### config.mk
export PLATFORM = sky130hd
export DESIGN_NAME = fetch_sequencer
export DESIGN_NICKNAME = d
export VERILOG_FILES = /design/src/rtl/fetch_sequencer.sv
export SDC_FILE = /design/constraint.sdc
export NUM_CORES = 1
export LEC_CHECK = 0
export ABC_AREA = 1
export CORE_UTILIZATION = 48
export DETAILED_ROUTE_END_ITERATION = 8
export GPL_TIMING_DRIVEN = 0
export PLACE_DENSITY = 0.94
export SLEW_MARGIN = 10
export SYNTH_ARGS = -nofsm -noshare
export SYNTH_HDL_FRONTEND = slang
export SYNTH_SLANG_ARGS = --single-unit
export TNS_END_PERCENT = 50
### constraint.sdc
create_clock -name clk -period 3.4 [get_ports clk]
set_clock_uncertainty 0.2 [all_clocks]
set_input_delay 0.51 -clock clk [delete_from_list [all_inputs] [get_ports clk]]
set_output_delay 0.51 -clock clk [all_outputs]
set_load 0.01 [all_outputs]
### src/rtl/fetch_sequencer.sv
// fetch_sequencer: instruction fetch/decode sequencer driving PC, IM and datapath handshakes
module fetch_sequencer #(
  parameter int TIMEOUT = 16
) (
  input  logic       clk,
  input  logic       reset,
  input  logic [5:0] IR_op,
  input  logic [5:0] IR_funct,
  input  logic       zero,
  input  logic       ex_done,
  output logic       PC_ld,
  output logic       PC_inc,
  output logic       IM_cs,
  output logic       IM_rd,
  output logic       IR_ld,
  output logic [1:0] PC_sel,
  output logic       ex_start,
  output logic       link_wr,
  output logic       halted,
  output logic       err
);
  typedef enum logic [2:0] {
    S_RESET, S_FETCH, S_DECODE, S_BRANCH, S_JUMP, S_JR, S_EXEC, S_HALT
  } state_t;
  state_t state, nxt, dec;
  logic [5:0] op_q;
  logic [4:0] cnt;
  logic timeout;
  assign timeout = cnt == 5'(TIMEOUT - 1);
  always_ff @(posedge clk) begin
    if (reset) state <= S_RESET;
    else state <= nxt;
  end
  always_comb begin
    dec = (IR_op == 6'h04 || IR_op == 6'h05) ? S_BRANCH :
          (IR_op == 6'h02 || IR_op == 6'h03) ? S_JUMP :
          (IR_op == 6'h00 && IR_funct == 6'h08) ? S_JR :
          (IR_op == 6'h00 && IR_funct == 6'h0D) ? S_HALT : S_EXEC;
    nxt = state;
    case (state)
      S_RESET:  nxt = S_FETCH;
      S_FETCH:  nxt = S_DECODE;
      S_DECODE: nxt = dec;
      S_BRANCH: nxt = S_FETCH;
      S_JUMP:   nxt = S_FETCH;
      S_JR:     nxt = S_FETCH;
      S_EXEC:   nxt = ex_done ? S_FETCH : timeout ? S_HALT : S_EXEC;
      S_HALT:   nxt = S_HALT;
    endcase
  end
  // wait counter is held at 0 outside EXEC so every EXEC entry starts from 0
  always_ff @(posedge clk) begin
    if (reset) begin
      op_q <= '0;
      cnt  <= '0;
      err  <= 1'b0;
    end else begin
      if (state == S_DECODE) op_q <= IR_op;
      cnt <= (state != S_EXEC) ? '0 : ex_done ? cnt : cnt + 5'd1;
      err <= err | (state == S_EXEC && nxt == S_HALT);
    end
  end
  always_comb begin
    PC_inc   = state == S_FETCH;
    IM_cs    = state == S_FETCH;
    IM_rd    = state == S_FETCH;
    IR_ld    = state == S_FETCH;
    PC_sel   = (state == S_JUMP) ? 2'b01 : (state == S_JR) ? 2'b11 : 2'b00;
    PC_ld    = state == S_JUMP || state == S_JR ||
               (state == S_BRANCH && ((op_q == 6'h05) ? !zero : zero));
    link_wr  = state == S_JUMP && op_q == 6'h03;
    ex_start = state == S_DECODE && nxt == S_EXEC;
    halted   = state == S_HALT;
  end
endmodule

==> impl_metrics.json <==
{
  "status": "complete, but fails checks",
  "violations": "design-rule violations",
  "ctsResizeCount": 0,
  "yosysSeqAreaShare_pct": 35.7,
  "worst_pin_slew_ns": 0.283,
  "chipWidth_um": 43.9,
  "setup_viol": 0,
  "crit_fanout": 7,
  "synth_nets": 139,
  "final_hold_viol_count": 0,
  "finalMaxSlewViolations": 0,
  "postCtsSetupBuffers": 0,
  "ys_async_sr_fraction_pct": 0,
  "period_share_pct": 87.2,
  "coreArea_mm2": 0.00158,
  "worstHoldPathType": "reg2reg",
  "numPlacedInstances": 163,
  "rsz0062_at_grt": "no",
  "slew_headroom_pct": 81.1,
  "dpl.hpwl_um": 1610,
  "synth_top_area_share_pct": 35.7,
  "postRouteAntennaNets": 0,
  "crit_required_ns": 2.69,
  "antenna_cells": 0,
  "cts_max_path_buffers": 2,
  "nNetsFinal": 170,
  "grt_max_degree": 11,
  "ioPinCount": 27,
  "die_area_mm2": 0.00192,
  "ys_seq_elements": 15,
  "syn-cell-area_um2": 841,
  "fin_cells": 167,
  "clock-sinks": 15,
  "grt_antenna_before_repair": 0,
  "nFillCells": 123,
  "power.density_mw_per_mm2": 412,
  "leakage_uw": 0.000483,
  "tritoncts": "done",
  "die_height_um": 43.9,
  "io_buffers": 26,
  "yosysUniqueCellTypes": 26,
  "wl_per_cell_um": 12.2,
  "avgSynthCellArea_um2": 6.95,
  "drive_gt1_share_pct": 11.9,
  "tns_ns": 0,
  "yosysMostFrequentCell": "nor2_1",
  "drt_iter0_drc": 18,
  "fmax_ghz": 0.337,
  "worstPathArrival_ns": 2.25,
  "clock_latency_ns": 0.28,
  "wirelength_um": 2030,
  "drc_errors": 2,
  "area_growth_pct": 36.5,
  "min_period_ns": 2.96,
  "cts_htree_levels": 1,
  "vdd_drop_max_uv": 339,
  "numCtsBuffers": 3,
  "place_congestion": 0.792,
  "holdBufCountCts": 0,
  "grt_pass1_wl_um": 3350,
  "start_util_pct": 53.3,
  "synthFlopType": "dfxtp_1",
  "drv_cap": 0,
  "detail_route.first_pass.iterations": 6,
  "syn_inst": 121,
  "synth_top_cell_by_area": "dfxtp_1",
  "netlist_top_cells_area": "dfxtp_1, nor2_1, nand2_1",
  "synth_edf_count": 0,
  "synth-warning-count": 0,
  "via_per_inst": 5.29,
  "grt_pass1_vias": 844,
  "cp-start-kind": "primary input",
  "track_usage_pct": 23.9,
  "synth_common_cells": "nor2_1, nand2_1, dfxtp_1, inv_1",
  "worst-setup-path-type": "in2out",
  "placementRows": 14,
  "root_buffer": "clkbuf_4",
  "cts.clk_slew.worst_paths_ns": 0.09,
  "grt.overflow.total": 0,
  "vias": 884,
  "end_kind": "primary output"
}
-- sequential cells by signal (all words and copies together) (netlist names) --
| register | cells |
|---|---|
| err | 1 |
| op_q | 6 |
| state | 3 |
| cnt | 5 |
-- cells by family (layout without fill, tap and decap cells) --
logic type | Yosys count | count (layout) | synth area share, %
buffers and inverters | 19 | 49 | 9.82
AND/OR/NAND/NOR | 65 | 65 | 36.9
XOR/XNOR | 3 | 3 | 3.13
AO/OA/AOI/OAI | 17 | 17 | 11.5
flip-flops | 15 | 15 | 35.7
adder cells (fa/ha/maj) | 2 | 2 | 2.98
-- critical path, stage by stage --
cell and delay, ns:
clkdlybuf4s50_1 0.55, nor3_2 0.25, or2_1 0.16, nor2_2 0.05, nand2_1 0.07, nand2_1 0.06, nor2_2 0.08, clkdlybuf4s50_1 0.53
-- final cells by class --
cell class                 count  area, um^2  area share [%]
multi-input combinational     87         458            39.9
sequential                    15         300            26.2
timing repair buffer          26         260            22.7
inverter                      16        60.1            5.23
clock buffer                   4        26.3            2.29
buffer                         3        22.5            1.96
tap                           16        20.0            1.74
-- cells in the final DEF, fill, tap and decap left out, drive strengths merged, types with 2 or more instances in the layout --
cell type and n:
clkbuf 4, o21ai 7, ha 2, nor2 26, nand4 2, clkdlybuf4s50 26
nor3 5, nand3 7, or2 3, dfxtp 15, a21oi 7, nand2 20
buf 3, inv 15, xor2 3
-- routing by layer --
metal | share of wire, % | vias up | GRT usage, %
li1 | - | 454 | -
met2 | 51 | 29 | 43.9
met1 | 43 | 394 | 26.6
met4 | 2.8 | 0 | 11.5
met3 | 3.6 | 7 | 3.75
met5 | 0 | - | 0
-- per-stage QoR --
| step | util, % | cell area, um^2 | setup WS (ns) | total power (uW) | hold WS, ns |
|---|---|---|---|---|---|
| 6_report | 72.8 | 1150 | 0.435 | 473 | 0.261 |
| 5_1_grt | 72.8 | 1150 | 0.386 | 499 | 0.294 |
| 4_1_cts | 72.8 | 1150 | 0.440 | 470 | 0.264 |
| 3_5_place_dp | 71.1 | 1120 | 0.445 | 372 | 0.247 |
| 3_3_place_gp | 71.1 | 1120 | 0.502 | 365 | 0.241 |
| 2_1_floorplan | - | 841 | 1.44 | 303 | 0.245 |
-- worst paths after layout --
kind                                     startpoint  cells past startpoint  slack [ns]        endpoint
worst max-delay path                        ex_done                      8        0.44        ex_start
worst min-delay path                 err$_SDFF_PP0_                      2        0.26  err$_SDFF_PP0_
worst max register to register  cnt[0]$_SDFFE_PP0N_                      9        1.67  err$_SDFF_PP0_
worst min register to register       err$_SDFF_PP0_                      2        0.26  err$_SDFF_PP0_
-- where the power goes --
part / leakage, uW / internal [uW] / switching (uW)
logic: 0.000346 / 78.8 / 83.9
registers: 0.000122 / 193 / 15.5
clock network: 0.0000150 / 45.6 / 56.5
total: 0.000483 / 317 / 156
No activity file was read; power rests on OpenSTA's default activity.
